`config.mk`:
```
export PLATFORM = sky130hd
export DESIGN_NAME = alu_exec
export DESIGN_NICKNAME = d
export VERILOG_FILES = /design/src/rtl/alu_exec.sv
export SDC_FILE = /design/constraint.sdc
export NUM_CORES = 1
export LEC_CHECK = 0
export ABC_AREA = 1
export ABC_CLOCK_PERIOD_IN_PS = 8200
export CAP_MARGIN = 20
export CORE_ASPECT_RATIO = 1.5
export CORE_MARGIN = 2
export CORE_UTILIZATION = 55
export CTS_BUF_LIST = sky130_fd_sc_hd__clkbuf_4 sky130_fd_sc_hd__clkbuf_8
export DETAILED_ROUTE_END_ITERATION = 8
export GPL_ROUTABILITY_DRIVEN = 0
export PLACE_DENSITY = 0.82
export SLEW_MARGIN = 20
export SYNTH_ARGS = -nofsm -noshare
export SYNTH_HDL_FRONTEND = slang
export SYNTH_SLANG_ARGS = --single-unit
```
`constraint.sdc`:
```
create_clock -name clk -period 8.2 [get_ports clk]
set_clock_uncertainty 0.1 [all_clocks]
set_input_delay 0.82 -clock clk [delete_from_list [all_inputs] [get_ports clk]]
set_output_delay 0.82 -clock clk [all_outputs]
set_load 0.02 [all_outputs]
```
`src/rtl/alu_exec.sv`:
```
// Execute stage: result = dst OP src with registered result/flags and a one-cycle done strobe.
// Single-cycle ops finish two edges after start; MUL is an iterative shift-add taking WIDTH steps.
module alu_exec #(
  parameter int unsigned WIDTH  = 16,
  parameter bit          MUL_EN = 1'b1
) (
  input  logic             clk,
  input  logic             rst,
  input  logic             start,
  input  logic [3:0]       op,
  input  logic [WIDTH-1:0] src,
  input  logic [WIDTH-1:0] dst,
  output logic             busy,
  output logic             done,
  output logic [WIDTH-1:0] result,
  output logic [3:0]       flags
);

  localparam int unsigned CntW = (WIDTH > 1) ? $clog2(WIDTH) : 1;

  localparam logic [3:0] OpAdd = 4'd1;
  localparam logic [3:0] OpSub = 4'd2;
  localparam logic [3:0] OpAnd = 4'd3;
  localparam logic [3:0] OpOr  = 4'd4;
  localparam logic [3:0] OpXor = 4'd5;
  localparam logic [3:0] OpShl = 4'd6;
  localparam logic [3:0] OpShr = 4'd7;
  localparam logic [3:0] OpMul = 4'd8;

  typedef enum logic [1:0] {StIdle, StExec, StMul} state_e;

  state_e               state_q, state_d;
  logic [CntW-1:0]      cnt_q, cnt_d;
  logic [3:0]           op_q, op_d;
  logic [WIDTH-1:0]     a_q, a_d;        // latched dst
  logic [WIDTH-1:0]     b_q, b_d;        // latched src; shifted right as MUL multiplier
  logic [2*WIDTH-1:0]   mcand_q, mcand_d;
  logic [2*WIDTH-1:0]   prod_q, prod_d;
  logic [WIDTH-1:0]     result_q, result_d;
  logic [3:0]           flags_q, flags_d;
  logic                 done_q, done_d;

  logic [WIDTH-1:0]     exec_res;
  logic                 exec_c, exec_v, exec_nop;
  logic [WIDTH:0]       shl_w, shr_w;
  logic [2*WIDTH-1:0]   prod_step;

  // Wide shifts expose the last bit shifted out in the extra position.
  assign shl_w     = {1'b0, a_q} << b_q[3:0];
  assign shr_w     = {a_q, 1'b0} >> b_q[3:0];
  assign prod_step = prod_q + (b_q[0] ? mcand_q : '0);

  // Single-cycle datapath on the latched operands.
  always_comb begin
    exec_res = a_q;
    exec_c   = 1'b0;
    exec_v   = 1'b0;
    exec_nop = 1'b0;
    case (op_q)
      OpAdd: begin
        {exec_c, exec_res} = {1'b0, a_q} + {1'b0, b_q};
        exec_v = (a_q[WIDTH-1] == b_q[WIDTH-1]) && (exec_res[WIDTH-1] != a_q[WIDTH-1]);
      end
      OpSub: begin
        exec_res = a_q - b_q;
        exec_c   = (a_q < b_q);
        exec_v   = (a_q[WIDTH-1] != b_q[WIDTH-1]) && (exec_res[WIDTH-1] != a_q[WIDTH-1]);
      end
      OpAnd: exec_res = a_q & b_q;
      OpOr:  exec_res = a_q | b_q;
      OpXor: exec_res = a_q ^ b_q;
      OpShl: {exec_c, exec_res} = shl_w;
      OpShr: {exec_res, exec_c} = shr_w;
      // Opcode 0, 9-15 and MUL with MUL_EN=0: result=dst, flags kept.
      default: exec_nop = 1'b1;
    endcase
  end

  // Next-state logic for the FSM and datapath registers.
  always_comb begin
    state_d  = state_q;
    cnt_d    = cnt_q;
    op_d     = op_q;
    a_d      = a_q;
    b_d      = b_q;
    mcand_d  = mcand_q;
    prod_d   = prod_q;
    result_d = result_q;
    flags_d  = flags_q;
    done_d   = 1'b0;
    unique case (state_q)
      StIdle: begin
        if (start) begin
          op_d = op;
          a_d  = dst;
          b_d  = src;
          if (MUL_EN && (op == OpMul)) begin
            state_d = StMul;
            cnt_d   = '0;
            prod_d  = '0;
            mcand_d = {{WIDTH{1'b0}}, dst};
          end else begin
            state_d = StExec;
          end
        end
      end
      StExec: begin
        result_d = exec_res;
        if (!exec_nop) begin
          flags_d = {exec_v, exec_c, exec_res[WIDTH-1], ~|exec_res};
        end
        done_d  = 1'b1;
        state_d = StIdle;
      end
      StMul: begin
        prod_d  = prod_step;
        mcand_d = mcand_q << 1;
        b_d     = b_q >> 1;
        cnt_d   = cnt_q + CntW'(1);
        if (cnt_q == CntW'(WIDTH - 1)) begin
          result_d = prod_step[WIDTH-1:0];
          flags_d  = {1'b0, |prod_step[2*WIDTH-1:WIDTH], prod_step[WIDTH-1],
                      ~|prod_step[WIDTH-1:0]};
          done_d   = 1'b1;
          state_d  = StIdle;
        end
      end
      default: state_d = StIdle;
    endcase
  end

  // State registers with synchronous active-low reset; reset drops any op in flight.
  always_ff @(posedge clk) begin
    if (!rst) begin
      state_q  <= StIdle;
      cnt_q    <= '0;
      op_q     <= '0;
      a_q      <= '0;
      b_q      <= '0;
      mcand_q  <= '0;
      prod_q   <= '0;
      result_q <= '0;
      flags_q  <= '0;
      done_q   <= 1'b0;
    end else begin
      state_q  <= state_d;
      cnt_q    <= cnt_d;
      op_q     <= op_d;
      a_q      <= a_d;
      b_q      <= b_d;
      mcand_q  <= mcand_d;
      prod_q   <= prod_d;
      result_q <= result_d;
      flags_q  <= flags_d;
      done_q   <= done_d;
    end
  end

  // The done cycle is spent in StIdle, so busy and done are never high together.
  assign busy   = (state_q != StIdle);
  assign done   = done_q;
  assign result = result_q;
  assign flags  = flags_q;

endmodule

```
# == Word-level counts from Yosys, hierarchy flattened ==
# Index checks and enable logic that the tools add are counted.
# totals
register_bits,127
input_bits,39
output_inout_bits,22
word_cells,83
# classes
n_addsub,4
magnitude_cmp,1
n_eq_ne,19
shift,2
muxes,26
bitwise,3
reduce_logical,18
# ops
op,n
2-to-1 mux 32 bit,5
case mux 32 bit (2 select lines),2
case mux 16 bit (7 select lines),1
case mux 16 bit (2 select lines),2
OR reduction 16 bit,3
adder 32 bit,1
2-to-1 mux 16 bit,2
adder 16 x 16 -> 17 bit,1
left shift 16 x 4 -> 17 bit,1
>> shifter 17 x 4 -> 17 bit,1
AND 16 bit,1
"equality test 4 x 3 -> 1 bit, second input constant",4
less-than comparator 16 bit,1
2-to-1 mux 4 bit,4
OR 16 bit,1
case mux 4 bit (2 select lines),2
subtractor 16 bit,1
bitwise XOR 16 bit,1
"equality test 4 x 2 -> 1 bit, second input constant",2
"equality test 4 bit, second input constant",2
"!= test 2 bit, second input constant",4
AND reduction 2 bit,4
OR reduction 7 bit,1
2-to-1 mux 2 bit,3
15 further kinds,23

# == Longest topological paths before layout ==
# logic_depth
ltp_word,6
ltp_mapped,23
mapped_depth_nobuf,20

# == Worst setup path after synthesis ==
# OpenSTA, ideal clock, no wires.
# synth_path
path_type,register to register
from,register b_q[0]
to,"register flags_q[2], in the netlist flags[2]"
setup_time_ns,0.119
arrival_ns,2.644
required_ns,7.981
path_slack_ns,5.337
path_stages_with_launch,23
path_buffers,3
path_cell_list,dfxtp_1 -> buf_6 -> buf_4 -> clkbuf_1 -> nand2_1 -> inv_1 -> ha_1 -> fa_1 -> nand2_1 -> nand3_1 -> nand2_1 -> nor2_1 -> or2_2 -> nand2_1 -> nand2_1 -> nand2_1 -> nand2_1 -> nor2_1 -> nand2_1 -> nor2_1 -> nand3_1 -> nand2_1 -> a21oi_1
# synth_between
elab_chain_len,5
# synth_rtl
element,line,source
start: declaration,36,"logic [WIDTH-1:0] b_q, b_d;"
start signal: assignment,139,b_q <= '0;
start signal: assignment,150,b_q <= b_d;
2-to-1 mux 32 bit,51,assign prod_step = prod_q + (b_q[0] ? mcand_q : '0);
adder 32 bit,51,
OR reduction 16 bit,122,"flags_d = {1'b0, |prod_step[2*WIDTH-1:WIDTH], prod_step[WIDTH-1],"
2-to-1 mux 4 bit,120,if (cnt_q == CntW'(WIDTH - 1)) begin
case mux 4 bit (2 select lines) (*),91,unique case (state_q)
end signal: assignment,154,flags_q <= flags_d;
end: declaration,40,"logic [3:0] flags_q, flags_d;"
# Mark *: on every way between the ends. The rest lies on a longest branch, timed or not. The select of a mux whose other input is x is not followed.
# A chain may end at the register's enable or synchronous reset.

# == Worst setup path after layout ==
# layout_path
from,input start
to,register prod_q[12]
# layout_between
elab_chain_len,2
# layout_rtl
element,line,source
start: declaration,9,"input logic start,"
!= test 2 bit (no source line),n/a,
AND reduction 3 bit (no source line),n/a,
end signal: assignment,152,prod_q <= prod_d;
end: declaration,38,"logic [2*WIDTH-1:0] prod_q, prod_d;"
# No other way between the ends.

==> qor.txt <==
Crit path to: prod_q[12]
Final HPWL DP: 30.8 mm
Yosys top cell by area: dfxtp_1
Row count: 64
Post-synth top area share: 22.1%
# port buffers: 60
GRT overflow: 0
Fill cells: 1993
# diodes: 0
Initial Util: 56.3%
Ranking of synthesized cells by area: dfxtp_1, nand2_1, nand3_1, ha_1, inv_1
Final setup violating endpoints: 0
Final core utilization: 61.3%
Power Total: 1820 uW
Asr flop ratio synth: 0%
Clock Path Buffers: 2
WL final: 41.2 mm
CP max FO: 55
Fmax: 264 MHz
Final Max Tran Viols: 0
Syn nets: 2100
Pin count of the biggest net entering global routing: 72
Crit Reg-Reg Startpoint: state_q[0]
DP Cell Count: 2225
Register area share after synthesis: 22.1%
Clock period minus final worst setup slack: 3780 ps
Avg Inst Size Synth: 5.83 um^2
FF/Latch Area: 0.00254 mm^2
Tcrit/Tclk final: 46.1%
First-pass DRT Iterations: 7
Worst reg2reg path depth: 9
# DRC: 0
Leading cell type in the layout, fill and taps excluded: nand2_1
Tot GR Track Use: 37.4%
Hold Fails Final Rpt: 0
Main synth FF type: dfxtp_1
Chip height: 181 um
#FFs+latches synth: 127
Placed inst area: 0.0121 mm^2
R2r endpoint: prod_q[12]
Vias: 13556
Share of cells above drive strength 1: 3.96%
Unrepaired setup endpoints after global routing: no
Max-cap violations: 0
Slew headroom: 27.1%
Number of synthesized flops with an enable pin: 0
WP data arrival: 4020 ps
Maximum vdd ir drop: 121 uV
PwrDens: 145 mW/mm^2
Vias in the first global route: 12702
P_leak: 0.00599 uW
Hold-fix buffers, CTS: 0
Most frequent cells in the layout: nand2_1, nand3_1, inv_1
Non-Filler Instances: 2257
Crit. End Element: register
Multi-input logic area: 0.00774 mm^2
Cts bufs inserted: 17
CTS tree: done
I/O pin cnt: 61
DRT iter0 DRCs: 1459
Clk sinks: 127
Core area: 0.0204 mm^2
Setup TNS: 0 ps
Yosys warnings: 0
First-pass GRT wire length: 64.2 mm
Reg clk slew, reported paths: 80 ps
Synthesis-to-finish area growth: 8.85%
CTS H-Tree Depth: 4
Skew-Pair Late Insertion Delay: 470 ps
Mapped Area: 0.0115 mm^2
Root Buffer: clkbuf_8
Crit start category: input port
Critical path origin: start
Post-cts resize count: 0
Mapped Cells: 1971
Final Cell Area: 0.0125 mm^2
Run status: finished clean
Post-CTS Repair Setup Buffers: 0
Vias per cell: 6.01
Worst min path class: register to register
Final #Nets: 2110
Die W: 122 um
Library cells used by synthesis: 44
Routed Antenna Nets: 0
Worst Tran Pin Value: 1090 ps
Worst path required time: 8440 ps
Die ar.: 0.0221 mm^2
Initial antenna violation count: 0
Start point of the worst hold path: mcand_q[31]
R2R Setup Slk: 4550 ps
Worst Path Class, Setup: input port to register
WL/cell: 18.2 um
-- state kept, by name (all words and copies together) (netlist names) --
name     cells
cnt_q        4
prod_q      32
result      16
mcand_q     32
state_q      2
flags        4
a_q         16
op_q         4
b_q         16
done         1
-- where the power goes --
| part | internal [uW] | switching [uW] | leakage, uW |
|---|---|---|---|
| clock network | 240 | 268 | 0.000178 |
| logic | 192 | 427 | 0.00477 |
| registers | 651 | 38.8 | 0.00104 |
| total | 1080 | 735 | 0.00599 |
-- layout make-up --
| class | instances | share of cell area, % |
|---|---|---|
| Clock inverter | 12 | 0.770 |
| Clock buffer | 19 | 1.99 |
| Multi-Input combinational cell | 1536 | 61.9 |
| Sequential cell | 127 | 20.3 |
| Timing Repair Buffer | 72 | 5.58 |
| Inverter | 227 | 6.83 |
| Tap cell | 264 | 2.64 |
-- metrics by stage --
stage	hold WS, ps	setup WS (ps)
4_1_cts	380	4160
3_5_place_dp	368	3680
5_1_grt	395	4220
6_report	377	4420
3_3_place_gp	358	3760
2_1_floorplan	346	5340
-- routing by layer --
layer / routed length [um] / global-route usage (%)
met1: 14200 / 37.7
met2: 20200 / 64.8
met3: 3020 / 7.77
met4: 3710 / 30.6
met5: 0 / 0
-- cells by family (layout without fill, tap and decap cells) --
family	Yosys count	in the layout	share of synthesized area, %
compound gates	355	355	16.4
simple gates	1075	1075	39.5
flops	127	127	22.1
buf+inv	308	330	10.7
fa+ha+maj	90	90	9.99
xor+xnor	16	16	1.22
-- critical path, stage by stage --
cell	delay (ps)
clkdlybuf4s50_1	430
nand2_2	520
nand2_1	230
o21ai_4	90
buf_4	520
clkinv_1	830
o21ai_0	480
a21oi_1	70
-- worst min path at each step --
| stage | cells after the start | slack [ps] | end |
|---|---|---|---|
| floorplan | 2 | 350 | mcand_q[31] |
| global placement | 2 | 360 | prod_q[30] |
| detailed placement | 2 | 370 | prod_q[26] |
| CTS | 2 | 380 | prod_q[26] |
| global route | 2 | 400 | prod_q[26] |
| finish | 2 | 380 | mcand_q[31] |
-- synthesized netlist by cell type (all sizes together) (10+ instances only) --
| cell | instances |
|---|---|
| nor3 | 17 |
| dfxtp | 127 |
| ha | 87 |
| inv | 225 |
| buf | 33 |
| nand4 | 24 |
| xor2 | 10 |
| a31oi | 32 |
| or2 | 13 |
| nand3b | 10 |
| a21oi | 156 |
| clkbuf | 48 |
| nand3 | 235 |
| nor2 | 151 |
| nand2 | 618 |
| o21ai | 140 |
Power figures use the tool's default switching activity.
==> RTL edit 1, RTL diff (config.mk and constraints unchanged) <==
Set the parameter `WIDTH` to 8 (it was 16).
--- a/src/rtl/alu_exec.sv
+++ b/src/rtl/alu_exec.sv
@@ -2,5 +2,5 @@
 // Single-cycle ops finish two edges after start; MUL is an iterative shift-add taking WIDTH steps.
 module alu_exec #(
-  parameter int unsigned WIDTH  = 16,
+  parameter int unsigned WIDTH  = 8,
   parameter bit          MUL_EN = 1'b1
 ) (
Ports: changed (resized dst, result and src); port bits go from 61 to 37. No check against the original RTL was run, so the function may have changed too.
==> RTL edit 1 against the unedited design <==
Total power is 47% lower. Synthesized cell count is 53% lower. Core utilization is 0.35 points higher. Worst setup slack better by 0.072 ns. Synthesized area is 51% lower. Non-clock buffer count is 33 lower. Cell area is 51% lower. Wire length is 59% lower. Clock power is 48% lower. First-iteration DRC count is 74% lower. Combinational power is 51% lower. Sequential cell count is 57 lower. Sequential share of layout area is 2.4 points higher. Largest power group unchanged.
==> RTL edit 1: results <==
{
  "status": "complete, no violations",
  "grt_usage_pct": 30.6,
  "via_count": 6152,
  "synth_area_leaders": "dfxtp_1, nand2_1, ha_1, nand3_1, a21oi_1",
  "synthTopCellsByCount": "nand2_1, nand3_1, inv_1, a21oi_1, dfxtp_1",
  "layout-drive-gt1-share_pct": 4.25,
  "synth_nets": 994,
  "worstMarginPinSlew_ns": 1.05,
  "holdPathEnd": "mcand_q[15]",
  "r2r_end": "prod_q[11]",
  "met3_length_um": 800,
  "min_period_ns": 3.71,
  "r2r_cells": 12,
  "place_ws_ns": 4.15,
  "peakVddDrop_uv": 105,
  "synth-compound-area-share_pct": 16.7,
  "worstPathArrival_ns": 3.90,
  "crit_path_max_incr_delay_ns": 0.53,
  "numCtsBuffers": 9,
  "synthAdderAreaFrac_pct": 11.1,
  "rrSetupSlack_ns": 4.56,
  "use_met3_pct": 4.70,
  "finalNonFillerCells": 1059,
  "ys_seq_area_share_pct": 24.9,
  "grt_pass1_vias": 5699,
  "drt-initial-drc-count": 381,
  "met1_length_mm": 6.09,
  "fillerInstances": 997
}
## RTL edit 1: cell count changes after synthesis, sizes merged, moves of 15 or more
| cell | unedited run | this run |
|---|---|---|
| ha | 87 | 45 |
| clkbuf | 48 | 20 |
| buf | 33 | 16 |
| o21ai | 140 | 65 |
| a21oi | 156 | 84 |
| nor3 | 17 | 2 |
| dfxtp | 127 | 70 |
| a31oi | 32 | 13 |
| inv | 225 | 95 |
| nor2 | 151 | 60 |
| nand2 | 618 | 300 |
| nand3 | 235 | 96 |
## RTL edit 1: layout make-up
cell class	instances	area share, %
multi-input cells	722	60.0
inverters	95	5.77
clock inverters	7	0.932
clock buffers	9	2.01
flip-flops and latches	70	22.7
repair buffers	39	6.20
well taps	117	2.37
## RTL edit 1: power breakdown
part	leakage, nW	switching (mW)	internal, mW
combinational	2.35	0.196	0.106
sequential	0.572	0.0322	0.363
clock	0.0881	0.153	0.114
total	3.01	0.381	0.583
==> RTL edit 2, RTL diff (same flow settings) <==
Without the edit above. Register the output `flags` once more, cleared by the reset; this adds one clock of latency there. The other outputs are not delayed to match. Comments in the files are not updated.
--- a/src/rtl/alu_exec.sv
+++ b/src/rtl/alu_exec.sv
@@ -161,5 +161,11 @@
   assign done   = done_q;
   assign result = result_q;
-  assign flags  = flags_q;
+  always_ff @(posedge clk) begin
+    if (!rst) begin
+      flags <= '0;
+    end else begin
+      flags <= flags_q;
+    end
+  end
 
 endmodule
Check against the original RTL: not equivalent (a bounded check fails within 4 cycles, from zero or initial values and one cycle with rst low).
==> RTL edit 2 against the unedited design <==
Wire length is 6.1% higher. Sequential cell count is 4 higher. Die area hardly changed. Synthesized area hardly changed. Cell area is 1.3% higher. Sequential share of layout area is 0.37 points higher. Non-clock buffer count is 1 higher. Worst setup slack worse by 0.26 ns. Clock power is 25% higher. Fmax is 6.5% lower. Global-route usage is 3.3 points higher. Register-to-register slack worse by 0.24 ns. Total power is 13% higher. Highest routed layer is now met5.
==> RTL edit 2: results <==
{
  "synthArstFlopShare_pct": 0,
  "hold_path_class": "register to register",
  "dpl.hpwl_mm": 32.7,
  "worstPathArrival_ns": 4.29,
  "ctsHtreeMaxLevel": 4,
  "layout-drive-gt1-share_pct": 3.60,
  "diodes": 0,
  "post_cts_buffers": 0,
  "grt_max_degree": 73,
  "cts_root_buffer": "clkbuf_8",
  "ys_warn_count": 0,
  "p_leak_nw": 6.09,
  "slew_violations": 0,
  "place_ws_ns": 3.63,
  "clk_path_buf_depth": 2,
  "wl_per_cell_um": 19.3,
  "wl_met2_mm": 20.1,
  "status": "complete, no violations",
  "slew_headroom_pct": 30.3,
  "numCtsBuffers": 17,
  "cts-resized-gates": 0,
  "ys_seq_area_share_pct": 22.8,
  "synthFlopType": "dfxtp_1",
  "top_regs": "mcand_q x32, prod_q x32",
  "clock_latency_ns": 0.47,
  "grt_pass1_vias": 13200,
  "first_pass_iters": 8,
  "grt_pass1_wl_mm": 69.0,
  "drt-initial-drc-count": 1588,
  "routed.top_layer": "met5",
  "synth_area_leaders": "dfxtp_1, nand2_1, nand3_1, ha_1, inv_1",
  "peakVddDrop_uv": 164,
  "viasPerCell": 6.05,
  "placed_area_um2": 12200,
  "met3_length_mm": 4.07,
  "clkTransAtPathRegs_ns": 0.09,
  "final_nets": 2118,
  "grt_usage_pct": 40.7,
  "met1_length_mm": 14.1,
  "ys_types": 42,
  "grt_antenna_before_repair": 2,
  "critPathMaxFanout": 52,
  "io_buffer_count": 60,
  "synthTopCellsByCount": "nand2_1, nand3_1, inv_1, nor2_1, a21oi_1"
}
RTL edit 2: final cells by class:
class	instances	area, um2
clock buffers	20	275
flip-flops and latches	131	2620
fillers	2022	7830
repair buffers	73	713
well taps	264	330
multi-input cells	1549	7740
clock inverters	11	174
inverters	217	815
RTL edit 2: final timing paths:
path / startpoint / slack (ns) / cells after the start / to
worst min-delay path: flags_q[0] / 0.33 / 2 / flags[0]
worst max register to register: state_q[0] / 4.31 / 13 / prod_q[1]
worst min register to register: flags_q[0] / 0.33 / 2 / flags[0]
worst max-delay path: start / 4.15 / 12 / prod_q[1]
RTL edit 2: worst max-delay path, cell delays in order:
cell,delay (ns)
clkdlybuf4s50_1,0.43
nand2_1,0.08
buf_4,0.33
o21ai_1,0.12
inv_1,0.68
nor2_2,0.08
buf_4,0.27
inv_2,0.70
nor2_4,0.27
buf_16,0.27
a22oi_1,0.15
nor2_1,0.05
RTL edit 2: kinds of logic (layout without fill, tap and decap cells):
| logic type | Yosys count | in the layout | share of synthesized area [%] |
|---|---|---|---|
| and+or+nand+nor | 1090 | 1090 | 39.6 |
| AOI/OAI and AO/OA | 348 | 348 | 16.1 |
| buffers and inverters | 297 | 321 | 9.97 |
| DFF | 131 | 131 | 22.8 |
| adders and majority gates | 90 | 90 | 9.99 |
| xor gates and xnor gates | 21 | 21 | 1.60 |
RTL edit 2: metal layers:
metal	global-route usage, %	vias to the layer above
li1	-	6479
met3	13.4	322
met1	39.6	6094
met5	0	-
met2	65.5	809
met4	40.0	2
RTL edit 2: through the flow:
step	std cells	hold slack, ns	total power [mW]
4_1_cts	2264	0.332	2.02
2_1_floorplan	1977	0.300	1.19
6_report	2265	0.330	2.06
3_5_place_dp	2233	0.320	1.40
5_1_grt	2265	0.344	2.15
3_3_place_gp	2233	0.312	1.39
RTL edit 2: power by group:
| part | internal (mW) | leakage [nW] | total [mW] | switching, mW |
|---|---|---|---|---|
| registers | 0.677 | 1.07 | 0.721 | 0.0438 |
| logic | 0.217 | 4.80 | 0.706 | 0.488 |
| clock network | 0.356 | 0.218 | 0.634 | 0.278 |
